===== src/rtl/pll_seq_pkg.sv =====
// Shared definitions for the PLL reset sequencer: FSM state encodings and
// the width of the lock-loss counter.
package pll_seq_pkg;

  typedef enum logic [1:0] {
    PLL_RST   = 2'd0,
    WAIT_LOCK = 2'd1,
    STABLE    = 2'd2,
    RUN       = 2'd3
  } seq_state_t;

  localparam int unsigned LOSS_CNT_W = 8;

endpackage


===== src/rtl/bit_synchronizer.sv =====
// Multi-flop synchronizer for a single asynchronous level signal.
// Used on PLL LOCK here and by the consumer to move sys_reset into the PLL domain.
module bit_synchronizer #(
  parameter int unsigned STAGES = 2
) (
  input  logic clk,
  input  logic reset,
  input  logic d,
  output logic q
);

  logic [STAGES-1:0] chain;

  always_ff @(posedge clk) begin
    if (reset) begin
      chain <= '0;
    end else begin
      chain <= {chain[STAGES-2:0], d};
    end
  end

  assign q = chain[STAGES-1];

endmodule


===== src/rtl/pll_reset_sequencer.sv =====
// Pulses PLL RST, waits for a qualified LOCK, then releases the system reset.
// Retries on lock timeout and re-sequences whenever lock is lost in RUN.
module pll_reset_sequencer
  import pll_seq_pkg::*;
#(
  parameter int unsigned RST_CYCLES    = 16,
  parameter int unsigned LOCK_TIMEOUT  = 25000,
  parameter int unsigned STABLE_CYCLES = 2500,
  parameter int unsigned MAX_RETRIES   = 4,
  parameter int unsigned SYNC_STAGES   = 2
) (
  input  logic                  clk,
  input  logic                  reset,
  input  logic                  pll_locked,
  output logic                  pll_rst,
  output logic                  sys_reset,
  output logic                  ready,
  output logic                  retry_fail,
  output logic [LOSS_CNT_W-1:0] lock_loss_count,
  output logic [1:0]            state
);

  localparam int unsigned CNT_MAX_A = (RST_CYCLES > LOCK_TIMEOUT) ? RST_CYCLES : LOCK_TIMEOUT;
  localparam int unsigned CNT_MAX   = (CNT_MAX_A > STABLE_CYCLES) ? CNT_MAX_A : STABLE_CYCLES;
  localparam int unsigned CNT_W     = (CNT_MAX > 1) ? $clog2(CNT_MAX) : 1;
  localparam int unsigned RETRY_W   = (MAX_RETRIES > 0) ? $clog2(MAX_RETRIES + 1) : 1;

  seq_state_t         cur;
  logic [CNT_W-1:0]   cnt;
  logic [RETRY_W-1:0] retry_cnt;
  logic [RETRY_W-1:0] retry_next;
  logic               locked_s;

  bit_synchronizer #(
    .STAGES (SYNC_STAGES)
  ) u_lock_sync (
    .clk   (clk),
    .reset (reset),
    .d     (pll_locked),
    .q     (locked_s)
  );

  always_comb begin
    retry_next = retry_cnt;
    if (retry_cnt != RETRY_W'(MAX_RETRIES)) begin
      retry_next = retry_cnt + 1'b1;
    end
  end

  always_ff @(posedge clk) begin
    if (reset) begin
      cur             <= PLL_RST;
      cnt             <= '0;
      retry_cnt       <= '0;
      pll_rst         <= 1'b1;
      sys_reset       <= 1'b1;
      ready           <= 1'b0;
      retry_fail      <= 1'b0;
      lock_loss_count <= '0;
    end else begin
      case (cur)
        PLL_RST: begin
          if (cnt == CNT_W'(RST_CYCLES - 1)) begin
            cur     <= WAIT_LOCK;
            cnt     <= '0;
            pll_rst <= 1'b0;
          end else begin
            cnt <= cnt + 1'b1;
          end
        end
        WAIT_LOCK: begin
          if (locked_s) begin
            cur <= STABLE;
            cnt <= '0;
          end else if (cnt == CNT_W'(LOCK_TIMEOUT - 1)) begin
            cur       <= PLL_RST;
            cnt       <= '0;
            pll_rst   <= 1'b1;
            retry_cnt <= retry_next;
            if (retry_next == RETRY_W'(MAX_RETRIES)) begin
              retry_fail <= 1'b1;
            end
          end else begin
            cnt <= cnt + 1'b1;
          end
        end
        STABLE: begin
          // A drop on the final qualification cycle still wins over RUN.
          if (!locked_s) begin
            cur <= WAIT_LOCK;
            cnt <= '0;
          end else if (cnt == CNT_W'(STABLE_CYCLES - 1)) begin
            cur       <= RUN;
            cnt       <= '0;
            sys_reset <= 1'b0;
            ready     <= 1'b1;
            retry_cnt <= '0;
          end else begin
            cnt <= cnt + 1'b1;
          end
        end
        RUN: begin
          if (!locked_s) begin
            cur       <= PLL_RST;
            cnt       <= '0;
            pll_rst   <= 1'b1;
            sys_reset <= 1'b1;
            ready     <= 1'b0;
            if (lock_loss_count != '1) begin
              lock_loss_count <= lock_loss_count + 1'b1;
            end
          end
        end
        default: begin
          cur       <= PLL_RST;
          cnt       <= '0;
          pll_rst   <= 1'b1;
          sys_reset <= 1'b1;
          ready     <= 1'b0;
        end
      endcase
    end
  end

  assign state = cur;

endmodule


===== config.mk =====
export PLATFORM = sky130hd
export DESIGN_NAME = pll_reset_sequencer
export DESIGN_NICKNAME = d
export VERILOG_FILES = /design/src/rtl/pll_seq_pkg.sv /design/src/rtl/bit_synchronizer.sv /design/src/rtl/pll_reset_sequencer.sv
export SDC_FILE = /design/constraint.sdc
export NUM_CORES = 1
export LEC_CHECK = 0
export CAP_MARGIN = 30
export CORE_ASPECT_RATIO = 1.25
export CORE_MARGIN = 5
export CORE_UTILIZATION = 57
export DETAILED_ROUTE_END_ITERATION = 16
export PLACE_DENSITY = 0.8
export SYNTH_ARGS = -nofsm -noshare
export SYNTH_HDL_FRONTEND = slang
export SYNTH_SLANG_ARGS = --single-unit

===== constraint.sdc =====
create_clock -name clk -period 4.61 [get_ports clk]
set_input_delay 1.1525 -clock clk [delete_from_list [all_inputs] [get_ports clk]]
set_output_delay 1.1525 -clock clk [all_outputs]
set_load 0.02 [all_outputs]

Word level (Yosys, flattened, before mapping)
Index checks and enable logic that the tools add are counted.
{ "totals": {"reg_bits": 34, "inputBits": 3, "output_inout_bits": 14, "word_cells": 72} }
{ "classes": {"add_sub_neg": 3, "eq_ne": 17, "mux": 32, "n_bitwise": 1, "n_reduce_logical": 10} }
{ "op_table": {"columns": ["op", "n"], "rows": [
  ["$mux 15", 6],
  ["$pmux 15 s4", 1],
  ["$add 15x1->15 const B", 1],
  ["$eq 15x12->1 const B", 1],
  ["$eq 15x15->1 const B", 1],
  ["$eq 15x4->1 const B", 1],
  ["$mux 3", 5],
  ["$mux 2", 6],
  ["$reduce_and 4->1", 3],
  ["$ne 2x2->1 const B", 5],
  ["$reduce_and 5->1", 2],
  ["$mux 1", 9],
  ["$add 8x1->8 const B", 1],
  ["$ne 8x8->1 const B", 1],
  ["$pmux 2 s4", 1],
  ["$ne 3x3->1 const B", 2],
  ["$pmux 3 s2", 1],
  ["$eq 2x2->1 const B", 2],
  ["$pmux 1 s2", 2],
  ["$reduce_bool 2->1", 2],
  ["$add 3x1->3 const B", 1],
  ["$eq 3x3->1 const B", 1],
  ["$ne 3x2->1 const B", 1],
  ["$pmux 1 s3", 1],
  ["other kinds (6)", 6]
]} }

Depth between registers and ports, before layout
Gate-level depths: netlist of the first run.
{ "logic_depth": {"ltp_word": 5, "mapped_depth": 7, "ltp_nobuf": 7} }

Hierarchy
Synthesis of the first run repeated with hierarchy kept, for this count alone.
{ "hier_totals": {"hier_cells": 222, "hier_area_um2": 1966.9} }
{ "modules_own_cells": {"columns": ["mod", "n_inst", "cells_per_inst", "area_per_inst_um2", "seq_area_each_um2"], "rows": [
  ["pll_reset_sequencer", 1, 218, 1914.3, 640.6],
  ["bit_synchronizer", 1, 4, 52.6, 40.0]
]} }

Worst setup path after synthesis of the first run
OpenSTA, ideal clock, no wires.
{ "synth_timing": {"path_type": "register to register", "startpoint": "register cnt[0]", "endpoint": "register retry_cnt[1]", "setup_time_ns": 0.065, "t_arrival_ns": 1.641, "t_required_ns": 4.545, "setup_slack_ns": 2.903, "path_stages_with_launch": 7, "n_path_buf": 0, "synth_period_minus_slack_ns": 1.707, "path_cell_list": "dfxtp_1 -> ha_1 -> and4b_1 -> nand4_2 -> o22ai_1 -> mux2_2 -> nor2_1"} }
{ "synth_between": {"elab_chain_cells": 3, "word_cells_on_any_way": 5, "classes_between": "eq/ne: 4; reduce/logical: 1"} }
{ "synth_rtl": {"columns": ["item", "line", "rtl"], "rows": [
  ["from (decl)", "pll_reset_sequencer.sv:29", "logic [CNT_W-1:0] cnt;"],
  ["from (signal assigned)", "pll_reset_sequencer.sv:68", "cnt <= cnt + 1'b1;"],
  ["from (signal assigned)", "pll_reset_sequencer.sv:84", "cnt <= cnt + 1'b1;"],
  ["from (signal assigned)", "pll_reset_sequencer.sv:99", "cnt <= cnt + 1'b1;"],
  ["$eq 15x12->1 / $eq 15x15->1 (equally long branches)", "pll_reset_sequencer.sv:92, pll_reset_sequencer.sv:75", null],
  ["$ne 2x2->1 (no line)", null, null],
  ["$reduce_and 5->1 (no line) (*)", null, null],
  ["to (signal assigned)", "pll_reset_sequencer.sv:79", "retry_cnt <= retry_next;"],
  ["to (decl)", "pll_reset_sequencer.sv:30", "logic [RETRY_W-1:0] retry_cnt;"]
]} }
Every way passes the cells marked *; elsewhere a longest branch is shown, timed or not.
A chain may end at the register's enable or synchronous reset.

Worst setup path after layout of the first run
{ "layout_timing": {"startpoint": "register cur[0] (netlist: state[0])", "endpoint": "output state[0]"} }
{ "layout_rtl": {"columns": ["item", "line", "rtl"], "rows": [
  ["from (decl)", "pll_reset_sequencer.sv:28", "seq_state_t cur;"],
  ["from (signal assigned)", "pll_reset_sequencer.sv:52", "cur <= PLL_RST;"],
  ["from (signal assigned)", "pll_reset_sequencer.sv:64", "cur <= WAIT_LOCK;"],
  ["from (signal assigned)", "pll_reset_sequencer.sv:73", "cur <= STABLE;"],
  ["to (decl)", "pll_reset_sequencer.sv:20", "output logic [1:0] state"]
]} }
No word-level cell between the ends.

==> results.tsv, run 1 <==
stage	metric	value	unit
clock_network	cts_post_setup_buffers_inserted	0	
floorplan	die_area	4102	um^2
sta	max_freq	372.0	MHz
finish	fillerInstances	255	
clock_network	cts-htree-levels	2	
setup_path	end_kind	primary output	
setup_path	required_time_reported_for_the_critical_path_endpoint	3.46	ns
finish	layout-drive-gt1-share	0.09569	
clock_network	cts_hold_buf	0	
finish	nets_final	215	
routing	route.layer.met1.wl	1458	um
sta	rsz_0062_raised_after_global_routing	false	
synth	syn_inst	189	
global_route	grt.total_usage	0.1772	
floorplan	initial_utilization	0.5804	
synth	postSynthRegisterBits	34	
finish	antenna_cells	0	
routing	first_pass_iters	4	
setup_path	cp.buffers_inverters	1	
setup_path	path_cells	clkdlybuf4s50_1	
floorplan	design.core.area	2863	um^2
clock_network	maximum_count_of_clock_buffers_along_a_single_path	2	
synth	async_flop_share	0	
setup_path	cp_max_fo	11	
clock_network	clock-sinks	34	
placement	place.port_buffers	16	
sta	period_share	0.5830	
synth	yosys_most_used_dff	dfxtp_1	
clock_network	clk-insertion-delay-late	0.34	ns
power	power_leakage	0.0007007	uW
finish	area.sequential	680.7	um^2
hold_path	min-delay-path-class	flop to flop	
run	cap_violations	0	
clock_network	cts.clk_slew.worst_paths	0.10	ns
setup_path	cp_slowest_cell	clkdlybuf4s50_1	
routing	detailroute.wirelength.met2	1674	um
synth	largest_family_of_logic_cells_by_synthesized_area	simple AND/OR/NAND/NOR gates	
power	vdd_ir_drop_max	0.0002202	V
setup_path	arrival	1.54	ns
sta	worst_slew_pin_slew	0.7434	ns
routing	routed_wirelength	3312	um
floorplan	rows	22	
global_route	maximum_number_of_pins_on_one_net_before_global_route_repair	23	
synth	netlist-cell-type-count	47	
synth	synthesis.yosys.warnings	0	
placement	gpl_congestion	0.8556	
global_route	grt_pass1_wl	5720	um
synth	yosys.area_share.xor_xnor	0.1002	
synth	yosysSeqAreaShare	0.4096	
global_route	grt_antenna_before_repair	0	
synth	syn-cell-area	1662	um^2
setup_path	cp-start-kind	flop	
routing	post_route_drc	0	
synth	synth.avg_cell_area	8.792	um^2
sta	setup-tns-final	0	ns
status	run_status	finished clean	
sta	min_period	2.688	ns
finish	area_growth	15.59	%
routing	postRouteAntennaNets	0	
global_route	first_global_vias	1328	
synth	post_synth_adder_cell_area	0.03012	
clock_network	tritoncts	yes	
setup_path	critPathMaxStageDelay	0.67	ns
routing	vias	1339	
sta	skew	0.004436	ns
routing	via_count_normalized_by_instance_count	5.465	
synth	synthMuxAreaShare	0.01958	
synth	synth_compound_area_frac	0.08810	
floorplan	die_x	58.29	um
clock_network	post_cts_resize_count	0	
sta	timing.final.max_slew_violations	0	
synth	synthesis.nets	196	
global_route	gr-total-overflow	0	
floorplan	dieHeight	70.37	um
synth	yosys.area_share.simple	0.3245	
finish	multi_input_area	934.6	um^2
power	power_per_cell_area	276.2	nW/um^2
clock_network	clk_root_buffer_cell	clkbuf_4	
clock_network	cts_inserted_buffers	5	
placement	dp_hpwl	2389	um
sta	max_slew_margin	0.5028	
routing	top_metal_used	met4	
sta	hold_violations	0	
synth	number_of_enable_flip_flop_cells_after_synthesis	0	
setup_path	type_of_the_worst_setup_path	flop to primary output	
sta	setup_violations	0	
sta	final.hold.worst_slack	0.4546	ns
routing	dr_wl_met3	98	um
routing	drt_first_iter_violations	50	
routing	wire_per_inst	13.52	um
floorplan	io_pins	17	
setup_path	crit_family	buffers and inverters	
kinds of logic (layout without fill, tap and decap cells):
logic type / count (synthesis) / count (layout)
and+or+nand+nor: 100 / 100
AOI/OAI and AO/OA: 19 / 19
xor gates and xnor gates: 19 / 19
buffers and inverters: 10 / 30
adders and majority gates: 4 / 4
DFF: 34 / 34
muxes: 3 / 3
power by group:
part / switching (uW) / leakage [uW] / internal [uW]
registers: 3.56 / 0.000275 / 297
clock network: 103 / 0.0000450 / 112
logic: 7.89 / 0.000381 / 7.56
registers in the layout, summed over array words and instances, names as in the netlist:
register	count
u_lock_sync.chain	2
state	2
ready	1
retry_fail	1
lock_loss_count	8
cnt	15
sys_reset	1
retry_cnt	3
pll_rst	1
layer usage:
layer	vias to the layer above	track usage
li1	696	-
met1	605	0.2029
met2	29	0.2969
met3	9	0.03697
met4	0	0.09794
met5	-	0
synthesized netlist by cell type (2+ instances only):
library cell,count,area (um^2)
dfxtp_1,34,680.7
nor2_1,34,127.6
nand2_1,15,56.30
xnor2_1,14,122.6
nand3_1,7,35.03
nand4_1,7,43.79
nor3_1,7,35.03
a21oi_1,6,30.03
inv_1,6,22.52
nor2b_1,5,31.28
xor2_1,5,43.79
ha_1,4,50.05
and3_1,3,18.77
and3b_1,2,17.52
and4_1,2,17.52
clkbuf_1,2,7.510
mux2_2,2,22.52
nand2b_1,2,12.51
nand3b_1,2,15.01
nand4_2,2,25.02
or3_1,2,12.51
layout make-up:
class                   instances  area share
multi-input cells             145      0.4866
flip-flops and latches         34      0.3544
repair buffers                 16     0.08339
well taps                      36     0.02345
clock inverters                 3     0.02085
clock buffers                   5     0.01954
inverters                       6     0.01173
path summary, 6_finish.rpt:
check                       startpoint                    to  slack [ns]  cells after the start
hold reg to reg   u_lock_sync.chain[0]  u_lock_sync.chain[1]        0.45                      1
hold / removal    u_lock_sync.chain[0]  u_lock_sync.chain[1]        0.45                      1
setup reg to reg                cnt[0]          retry_cnt[1]        2.69                      6
setup / recovery              state[0]              state[0]        1.92                      1
cells in the final DEF, fill, tap and decap left out, types with 3 or more instances in the layout:
cell and count:
nand3_1 7, ha_1 4, xor2_1 5, inv_1 6, clkdlybuf4s50_1 16, and3_1 3, nand2_1 15, xnor2_1 14
nor2_1 34, nand4_1 7, nor3_1 7, dfxtp_1 34, clkbuf_4 5, nor2b_1 5, a21oi_1 6
per-stage QoR:
step           power [uW]    util  instance area (um^2)  instances  setup WS [ns]
2_1_floorplan       318.5       -                  1662        189          2.903
3_3_place_gp        321.6  0.6438                  1843        237          2.057
5_1_grt             551.7  0.6709                  1921        245          1.839
3_5_place_dp        322.8  0.6438                  1843        237          1.996
4_1_cts             534.1  0.6709                  1921        245          1.915
6_report            530.5  0.6709                  1921        245          1.922
Power figures use the tool's default switching activity.
==> run 2, diff against run 1 <==
- CORE_UTILIZATION: 57 -> 55
- PLACE_DENSITY: 0.8 -> 0.78
- clock period: 4.61 -> 2.7 ns (I/O delays scaled with it)
==> run 2 against run 1 <==
Net effect: global-route usage decreased by 0.17 points; first-iteration DRC count fell by 28%; clock-buffer cell count unchanged; core utilization decreased by 1.0 points; via count increased by 2.6%; combinational power up 75%; hold slack worse by 0.0034 ns; cell count increased by 0.41%; critical path type unchanged; critical endpoint unchanged; highest routed layer unchanged.
==> results.tsv, run 2 (synthesized netlist as in run 1, its figures left out) <==
stage	metric	value	unit
clock_network	cts-htree-levels	2	
clock_network	clock-sinks	34	
floorplan	design.core.area	2918	um^2
floorplan	die_x	59.16	um
global_route	first_global_vias	1344	
finish	area_growth	16.04	%
setup_path	required_time_reported_for_the_critical_path_endpoint	2.03	ns
finish	largest_register_ff_count	15	
routing	post_route_drc	0	
setup_path	cp.buffers_inverters	1	
routing	routed_wirelength	3325	um
finish	stdcell_count	246	
sta	max_freq	450.1	MHz
hold_path	min-delay-path-class	flop to flop	
clock_network	clk_root_buffer_cell	clkbuf_4	
power	power_per_cell_area	466.0	nW/um^2
setup_path	cp_slowest_cell	clkdlybuf4s50_1	
setup_path	type_of_the_worst_setup_path	flop to primary output	
sta	timing.final.max_slew_violations	0	
floorplan	die_area	4227	um^2
setup_path	arrival	1.55	ns
placement	dp_hpwl	2502	um
global_route	grt_antenna_before_repair	0	
sta	rsz_0062_raised_after_global_routing	false	
finish	largest_register	cnt	
clock_network	cts_post_setup_buffers_inserted	0	
placement	place.port_buffers	16	
sta	max_slew_margin	0.5964	
routing	drt_first_iter_violations	36	
routing	first_pass_iters	4	
floorplan	dieHeight	71.45	um
power	vdd_ir_drop_max	0.0005048	V
setup_path	cp_max_fo	11	
power	total_power	898.6	uW
sta	hold_violations	0	
power	power_leakage	0.0007055	uW
routing	vias	1374	
finish	mostFrequentLayoutCells	nor2_1 (34), dfxtp_1 (34), clkdlybuf4s50_1 (16), nand2_1 (15), xnor2_1 (14)	
global_route	grt_pass1_wl	5823	um
sta	final.hold.worst_slack	0.4512	ns
sta	min_period	2.222	ns
global_route	maximum_number_of_pins_on_one_net_before_global_route_repair	16	
global_route	gr-total-overflow	0	
floorplan	rows	22	
status	run_status	finished clean	
finish	layout-drive-gt1-share	0.1000	
floorplan	initial_utilization	0.5695	
clock_network	cts_hold_buf	0	
setup_path	crit_family	buffers and inverters	
placement	placedCellCount	238	
routing	wire_per_inst	13.52	um
clock_network	cts_inserted_buffers	5	
finish	fillerInstances	260	
clock_network	post_cts_resize_count	0	
setup_path	end_kind	primary output	
setup_path	critPathMaxStageDelay	0.68	ns
floorplan	io_pins	17	
sta	setup-tns-final	0	ns
setup_path	path_cells	clkdlybuf4s50_1	
clock_network	maximum_count_of_clock_buffers_along_a_single_path	2	
routing	via_count_normalized_by_instance_count	5.585	
placement	gpl_congestion	0.7986	
setup_path	cp-start-kind	flop	
finish	utilization	0.6608	
global_route	grt.total_usage	0.1755	
finish	nets_final	216	
sta	setup_violations	0	
clock_network	clk-insertion-delay-late	0.34	ns
clock_network	cts.clk_slew.worst_paths	0.10	ns
routing	postRouteAntennaNets	0	
finish	antenna_cells	0	
finish	top_regs	cnt (15), lock_loss_count (8), retry_cnt (3)	
sta	skew	0.01257	ns
sta	worst_slew_pin_slew	0.6014	ns
run	cap_violations	0	
sta	period_share	0.8229	
clock_network	tritoncts	yes	
[run 2: changes by cell type in the layout (fill, tap and decap cells not counted)]
| cell | change |
|---|---|
| buf_4 | +1 |
[run 2: area by class of cell]
cell class	instances	area [um^2]	area share
flip-flops and latches	34	680.7	0.3530
inverters	6	22.52	0.01168
well taps	36	45.04	0.02336
repair buffers	17	167.7	0.08696
multi-input cells	145	934.6	0.4847
clock buffers	5	37.54	0.01947
clock inverters	3	40.04	0.02077
[run 2: routing by layer]
metal | vias up | wire, um | track usage
met2 | 21 | 1772 | 0.3145
met3 | 4 | 126 | 0.05946
met4 | 0 | 37 | 0.05038
met5 | - | 0 | 0
li1 | 704 | - | -
met1 | 645 | 1389 | 0.1918
[run 2: per-stage QoR]
stage / area [um^2] / setup slack (ns)
3_5_place_dp: 1851 / 0.6856
6_report: 1928 / 0.4781
5_1_grt: 1928 / 0.3974
2_1_floorplan: 1662 / 0.9934
4_1_cts: 1928 / 0.4617
3_3_place_gp: 1851 / 0.7286
[run 2: where the power goes]
part / internal (uW) / leakage [uW] / switching, uW
clock: 192 / 0.0000450 / 167
sequential: 507 / 0.000275 / 6.50
combinational: 13.6 / 0.000386 / 13.5
[run 2: final timing paths]
path | startpoint | endpoint | slack, ns | cells past startpoint
setup / recovery | state[0] | state[0] | 0.48 | 1
hold reg to reg | retry_fail | retry_fail | 0.45 | 2
setup reg to reg | cnt[0] | retry_cnt[1] | 0.70 | 6
hold / removal | retry_fail | retry_fail | 0.45 | 2
[run 2: worst reg2reg max path: stages, from the launching register on]
cell and delay, ns:
dfxtp_1 0.41, ha_1 0.27, and4bb_2 0.27, nand4_2 0.15, o22ai_1 0.36, mux2_2 0.38
nor2_1 0.09
==> run 3, diff against run 2 <==
- CORE_UTILIZATION: 55 -> 50
- PLACE_DENSITY: 0.78 -> 0.74
- clock period: 2.7 -> 2 ns (I/O delays scaled with it)
==> run 3 against run 2 <==
Net effect: design area grew 2.6%; sequential cell count did not move; core utilization shrank 4.2 points; register-to-register slack worse by 0.55 ns; critical path type unchanged; largest power group unchanged; highest routed layer unchanged.
==> results.tsv, run 3 (synthesized netlist as in run 1, its figures left out) <==
stage	metric	value	unit
setup_path	cp_num_cells	1	
setup_path	cp.buffers_inverters	1	
sta	period_share	0.9342	
floorplan	die_x	61.56	um
finish	top_regs	cnt (15), lock_loss_count (8), retry_cnt (3)	
finish	stdcell_count	250	
setup_path	arrival	1.37	ns
clock_network	clock-sinks	34	
routing	drt_first_iter_violations	59	
sta	worst_slew_pin_slew	0.4044	ns
routing	vias	1400	
sta	skew	0.003225	ns
setup_path	type_of_the_worst_setup_path	flop to primary output	
sta	max_slew_margin	0.7304	
setup_path	cp_max_fo	6	
global_route	grt_busiest_layer	met2	
floorplan	rows	23	
setup_path	regToRegEndpoint	cnt[3]	
floorplan	die_area	4583	um^2
routing	first_pass_iters	4	
finish	area_growth	19.05	%
finish	largest_register_ff_count	15	
finish	nets_final	219	
setup_path	timing.rr.start	cnt[0]	
global_route	maximum_number_of_pins_on_one_net_before_global_route_repair	14	
setup_path	cp_slowest_cell	clkdlybuf4s50_1	
floorplan	io_pins	17	
global_route	grtUsageMet2	0.3015	
sta	final.hold.worst_slack	0.4421	ns
sta	setup_violations	0	
clock_network	cts_inserted_buffers	5	
clock_network	cts-htree-levels	2	
clock_network	clk-insertion-delay-late	0.28	ns
finish	layout-drive-gt1-share	0.1268	
clock_network	cts.clk_slew.worst_paths	0.07	ns
sta	min_period	1.868	ns
floorplan	design.core.area	3194	um^2
floorplan	dieHeight	74.45	um
finish	mostFrequentLayoutCells	nor2_1 (34), dfxtp_1 (32), clkdlybuf4s50_1 (16), nand2_1 (15), xnor2_1 (14)	
finish	layout_commonest_cell	nor2_1	
power	vdd_ir_drop_max	0.0005146	V
global_route	grt_antenna_before_repair	0	
global_route	use_met1	0.2128	
setup_path	cp-start-kind	flop	
hold_path	whs_endpoint	retry_fail	
global_route	gr-total-overflow	0	
power	total_power	1251	uW
sta	hold_violations	0	
sta	timing.final.max_slew_violations	0	
sta	setup-tns-final	0	ns
setup_path	path_cells	clkdlybuf4s50_1	
setup_path	end_kind	primary output	
power	power_per_cell_area	632.6	nW/um^2
finish	largest_register	cnt	
hold_path	min-delay-path-class	flop to flop	
status	run_status	finished clean	
placement	placedCellCount	241	
placement	place.port_buffers	16	
sta	rsz_0062_raised_after_global_routing	false	
setup_path	timing.reg2reg.setup_slack	0.15	ns
hold_path	hold_path_depth	2	
placement	dp_hpwl	2538	um
global_route	grt_pass1_wl	6348	um
clock_network	tritoncts	yes	
routing	routed_wirelength	3501	um
routing	post_route_drc	0	
routing	postRouteAntennaNets	0	
global_route	first_global_vias	1470	
finish	antenna_cells	0	
power	power_leakage	0.0007256	uW
setup_path	critPathMaxStageDelay	0.65	ns
setup_path	crit_family	buffers and inverters	
clock_network	clk_root_buffer_cell	clkbuf_8	
floorplan	initial_utilization	0.5202	
hold_path	worst_hold_startpoint	retry_fail	
routing	wire_per_inst	14.00	um
sta	max_freq	535.2	MHz
global_route	use_met3	0.06597	
setup_path	required_time_reported_for_the_critical_path_endpoint	1.50	ns
setup_path	reg2regPathDepth	6	
run	cap_violations	0	
global_route	grt.total_usage	0.1828	
routing	via_count_normalized_by_instance_count	5.600	
placement	gpl_congestion	0.8273	
clock_network	maximum_count_of_clock_buffers_along_a_single_path	2	
[run 3: cell types whose count changed in the layout (fill, tap and decap cells not counted), sizes merged]
cell / delta
buf: +3
clkbuf: +2
bufinv: -1
clkinv: -1
[run 3: how the worst max path moves through the flow]
| stage | to | slack (ns) | from |
|---|---|---|---|
| 2_1_floorplan | retry_cnt[1] | 0.29 | cnt[0] |
| 3_3_place_gp | retry_cnt[1] | 0.18 | cnt[0] |
| 3_5_place_dp | retry_cnt[1] | 0.11 | cnt[0] |
| 4_1_cts | state[0] | 0.02 | state[0] |
| 5_1_grt | cnt[12] | 0.002 | cnt[0] |
| 6_report | lock_loss_count[2] | 0.13 | lock_loss_count[2] |
[run 3: where the power goes]
part	internal [uW]	switching, uW
Sequential	684	8.46
Combinational	20.7	19.2
Clock	277	241
[run 3: cell type report]
cell class	count	area, um^2
Fill cell	265	1216
Multi-Input combinational cell	145	944.7
Sequential cell	34	683.2
Timing Repair Buffer	20	190.2
Clock buffer	7	86.33
Tap cell	37	46.29
Inverter	6	22.52
Clock inverter	1	5.005
[run 3: per-layer routing]
metal	share of wire	wire [um]
met5	0	0
met4	0.013	45
met3	0.040	140
met2	0.51	1788
met1	0.44	1527
[run 3: through the flow]
step | setup WS [ns] | utilization | area [um^2]
after floorplan | 0.2934 | - | 1662
after global placement | 0.1786 | 0.5844 | 1867
after detailed placement | 0.1069 | 0.5844 | 1867
after CTS | 0.02151 | 0.6130 | 1958
after global routing | 0.001750 | 0.6193 | 1978
final | 0.1315 | 0.6193 | 1978
[run 3: worst min-delay path, delay by kind of cell (launching register included)]
kind            cells  cell delay (ns)
compound gates      1             0.05
flops               1             0.31
buf+inv             1             0.04
[run 3: repair_timing]
item	in CTS	in global routing
gates resized for setup	0	4
endpoints found under the setup margin	0	10
hold buffers	0	0
buffers inserted	0	1
==> edit 1: new RTL, flow settings as in run 3 <==
Set the parameter `LOCK_TIMEOUT` to 12500 (it was 25000).
--- a/src/rtl/pll_reset_sequencer.sv
+++ b/src/rtl/pll_reset_sequencer.sv
@@ -5,5 +5,5 @@
 #(
   parameter int unsigned RST_CYCLES    = 16,
-  parameter int unsigned LOCK_TIMEOUT  = 25000,
+  parameter int unsigned LOCK_TIMEOUT  = 12500,
   parameter int unsigned STABLE_CYCLES = 2500,
   parameter int unsigned MAX_RETRIES   = 4,
Function: no difference found for any inputs over 10 cycles, from zero or initial values and one cycle with reset high; that may be too few to reach the edited logic, so the function may still have changed.
==> edit 1 against run 3 <==
The flow now finishes with violations (negative setup slack); die area fell by 2.2%; area after synthesis fell by 2.6%; global-route usage rose by 0.44 points; worst setup slack got worse by 0.20 ns; routed wire length rose by 13%; cell count rose by 6.8%; design area rose by 10%; sequential cell count fell by 1; largest cell class unchanged.
Power is not compared: it rests on default switching activity, and its combinational part moved more than twofold at a synthesized area within 25%.
==> edit 1: results (changes against run 3) <==
Placement
  • Area after DPL: 1950 sq um (+4.6%)
  • Dpl cells: 254 (+5.4%)
  • DP HPWL: 2830 um (+12%)
  • Placer's final routability congestion estimate: 0.860 (+4.0%)

Status
  • Failing checks: negative setup slack
  • Status: finished, violations left

Setup path
  • Setup CP Type: register to register
  • Crit path max-delay cell type: or3b_4

Layout
  • Fin cells: 267 (+6.8%)
  • Layout cells sized above 1: 26.1% (+13 points)
  • Bufs w/o clock: 42 (+110%)
  • Final core occ: 69.1% (+7.1 points)
  • Post-layout nets: 236 (+7.8%)
  • Non-Clock Buffer Area Fraction: 16.3% (+6.6 points)

Synth
  • Mux share of post-synthesis cell area: 0.618% (-1.3 points)
  • Gate Count Post-Synth: 186 (-1.6%)
  • Cell variety after synth: 42 (-11%)
  • Post-synthesis sequential area ratio: 40.8% (-0.16 points)
  • Synth area leaders: dfxtp_1, nor2_1, xnor2_1
  • Mapped Nets: 193 (-1.5%)

Global routing
  • M3 GR Usage: 5.10% (-1.5 points)

STA
  • Final setup margin: -0.0651 ns (-0.197 ns)
  • # setup viols final: 12 (+12)
  • Clk_skew: 0.00799 ns (+0.00476 ns)

Worst hold path
  • HP Start: u_lock_sync.chain[0]

Drt
  • Routed met1 length: 1580 um (+3.7%)
## edit 1: changes by cell type after synthesis, sizes merged, moves of 3 or more
cell | before | now
nand4 | 9 | 5
nor2 | 34 | 30
a31oi | 1 | 6
nor4 | 2 | 5
nand3 | 7 | 4
## edit 1: worst max path at each step
stage | endpoint | slack, ns | cells after the start
2_1_floorplan | retry_cnt[1] | -0.06 | 6
3_3_place_gp | retry_cnt[1] | -0.05 | 5
3_5_place_dp | retry_cnt[1] | -0.11 | 5
4_1_cts | retry_cnt[1] | -0.04 | 5
5_1_grt | cnt[7] | -0.12 | 8
6_report | cnt[7] | -0.07 | 8
## edit 1: logic make-up after synthesis
kind of cell | after synthesis
adder cells (fa/ha/maj) | 4
XOR/XNOR | 19
buffers and inverters | 14
flip-flops | 33
AO/OA/AOI/OAI | 25
multiplexers | 1
AND/OR/NAND/NOR | 90
## edit 1: what timing repair did
action	4_1_cts	5_1_grt
pin swaps	3	9
setup endpoints to repair	10	18
gates cloned	0	1
gates resized for setup	1	21
setup buffers	2	2
## edit 1: metrics by stage
step | setup TNS [ns] | power (mW) | hold slack, ns | setup WS [ns]
after detailed placement | -0.145 | 1.10 | 0.441 | -0.115
after CTS | -0.0990 | 1.74 | 0.455 | -0.0434
after global routing | -1.49 | 1.93 | 0.483 | -0.122
final | -0.585 | 1.83 | 0.448 | -0.0651
after floorplan | -0.0611 | 0.950 | 0.414 | -0.0611
after global placement | -0.0571 | 1.08 | 0.420 | -0.0519
## edit 1: worst max-delay path, delay by kind of cell (launching register included)
kind | cells | cell delay (ns)
flip-flops | 1 | 0.35
adder cells (fa/ha/maj) | 1 | 0.14
AND/OR/NAND/NOR | 3 | 0.78
buffers and inverters | 2 | 0.37
AO/OA/AOI/OAI | 2 | 0.32
==> edit 2: new RTL, settings of run 3 <==
Without the edit above. Make the reset (`reset`) asynchronous in 2 clocked blocks.
--- a/src/rtl/bit_synchronizer.sv
+++ b/src/rtl/bit_synchronizer.sv
@@ -12,5 +12,5 @@
   logic [STAGES-1:0] chain;
 
-  always_ff @(posedge clk) begin
+  always_ff @(posedge clk or posedge reset) begin
     if (reset) begin
       chain <= '0;
--- a/src/rtl/pll_reset_sequencer.sv
+++ b/src/rtl/pll_reset_sequencer.sv
@@ -48,5 +48,5 @@
   end
 
-  always_ff @(posedge clk) begin
+  always_ff @(posedge clk or posedge reset) begin
     if (reset) begin
       cur             <= PLL_RST;
Function: no difference found for any inputs over 10 cycles, from zero or initial values and one cycle with reset high; that may be too few to reach the edited logic, so the function may still have changed.
==> edit 2 against run 3 <==
Global-route usage shrank 1.1 points; via count increased by 3.1%; routed wire length up 14%; sequential cell count unchanged; maximum frequency is 4.8% lower; worst hold slack got worse by 0.081 ns; count of clock-buffer cells in the layout unchanged; synthesized cell count down 5.8%; worst setup slack worse by 0.095 ns; area after synthesis is 6.4% higher; design area rose by 14%; clock skew grew 0.0013 ns; critical endpoint is now cnt[6].
Power is not compared: it rests on default switching activity, and its combinational part moved more than twofold at a synthesized area within 25%.
==> edit 2: results (changes against run 3) <==
Status
  • Status: completed

Placement
  • Dpl cells: 241 (unchanged)
  • PortBufs: 16 (unchanged)
  • Area after DPL: 2050 sq um (+9.7%)
  • DP HPWL: 2770 um (+9.3%)
  • Placer's final routability congestion estimate: 0.822 (-0.60%)
  • DP Worst Slack: -0.0362 ns (-0.143 ns)

Synth
  • Gate Count Post-Synth: 178 (-5.8%)
  • Compound-gate portion of the synthesized area: 7.86% (-0.95 points)
  • Ys flop type: dfrtp_1
  • FFs w/ async S/R, synth: 100% (+100 points)
  • Post-synthesis sequential area ratio: 48.3% (+7.3 points)
  • Mapped Nets: 185 (-5.6%)
  • Synth area leaders: dfrtp_1, xnor2_1, nand2_1
  • Synth cell count leaders: dfrtp_1, nand2_1, nor2_1
  • Adder-cell share of the synthesized area: 2.83% (-0.18 points)
  • Cell variety after synth: 40 (-15%)
  • Post-Synth XOR/XNOR Area: 9.91% (-0.11 points)
  • Synth warn: 0 (unchanged)
  • Mux share of post-synthesis cell area: 1.77% (-0.19 points)

Drt
  • Drt wl/cell: 15.4 um (+10%)
  • Post-route DRC: 0 (unchanged)
  • DRT iter0 DRCs: 48 (-19%)
  • Vias/cell: 5.58 (-0.44%)

Global routing
  • Antenna violations before repair: 0 (unchanged)
  • First-pass GRT wire length: 6660 um (+4.9%)
  • GRT Overall Usage: 17.2% (-1.1 points)
  • Largest net degree at the start of global routing: 35 (+21)
  • Vias in the first global route: 1459 (-0.75%)

Layout
  • Post-layout nets: 226 (+3.2%)
  • Fin cells: 259 (+3.6%)
  • Layout cells sized above 1: 21.8% (+9.1 points)
  • Biggest regs: cnt: 15 flops, lock_loss_count: 8 flops, retry_cnt: 3 flops

STA
  • Slew @ Worst Pin: 0.429 ns (+0.0247 ns)
  • Clk_skew: 0.00450 ns (+0.00127 ns)
  • Hold WS: 0.361 ns (-0.0809 ns)

CTS
  • Clock Tree Root: clkbuf_8
  • CTS clock-pin slew for the worst setup and hold paths: approximately 0.06 ns
  • H-tree levels: 2 (unchanged)
  • Num CTS Buffers: 5 (unchanged)

Setup path
  • Crit path max-delay cell type: or3_4
  • Reg-to-reg startpoint: cnt[4]
  • R2R setup slack: 0.04 ns (-0.11 ns)
  • Slowest stage delay, CP: 0.42 ns (-0.23 ns)
  • Critical path's top delay family: simple AND/OR/NAND/NOR gates
  • Arr. time, crit path: 2.14 ns (+0.77 ns)
  • Reg2Reg Capture Point: cnt[6]
  • Worst Reg-to-Reg Cells: 7 (+1)
  • Crit Path Max Fanout: 7 (+1)

Worst hold path
  • HP Start: u_lock_sync.chain[0]
  • Hold path depth: 0 (-2)
  • Hold Path End: u_lock_sync.chain[1]

Power
  • Worst vdd ir: 0.000826 V
==> edit 2: area by class of cell <==
type,instances,area (sq um)
Timing Repair Buffer,38,364
Clock buffer,7,86.3
Multi-Input combinational cell,133,872
Inverter,7,26.3
Sequential cell,34,856
Fill cell,272,1190
Clock inverter,1,5.00
Tap cell,39,48.8
==> edit 2: cell families (layout without fill, tap and decap cells) <==
logic type / count (synthesis) / count (layout)
and+or+nand+nor: 86 / 86
DFF: 34 / 34
muxes: 3 / 3
buffers and inverters: 11 / 53
adders and majority gates: 4 / 4
xor gates and xnor gates: 20 / 20
AOI/OAI and AO/OA: 20 / 20
==> edit 2: worst max-delay path by stage <==
stage                     cells past startpoint            to  slack (ns)    from
after floorplan                               7        cnt[6]        0.06  cnt[0]
after global placement                        7        cnt[2]        0.06  cnt[0]
after detailed placement                      7        cnt[4]       -0.04  cnt[0]
after CTS                                     7  retry_cnt[1]      -0.008  cnt[1]
after global routing                          9       pll_rst       -0.05  cnt[0]
final                                         7        cnt[6]        0.04  cnt[4]
==> edit 2: metal layers <==
layer	GRT usage, %	vias up	routed length (um)
li1	-	697	-
met1	19.4	699	1650
met2	29.3	39	2100
met3	4.28	9	160
met4	9.15	0	90
met5	0	-	0
==> edit 2: power breakdown <==
| group | total (mW) | switching (mW) | leakage [nW] | internal (mW) |
|---|---|---|---|---|
| Clock | 0.519 | 0.242 | 0.0482 | 0.277 |
| Sequential | 0.973 | 0.146 | 0.446 | 0.827 |
| Combinational | 1.07 | 0.517 | 0.489 | 0.548 |
| Total | 2.56 | 0.906 | 0.983 | 1.65 |
==> edit 2: timing repair <==
item	CTS	global route
pin swaps	4	3
endpoints found under the setup margin	14	19
cloned	1	0
resized for setup	5	5
setup buffers	6	3
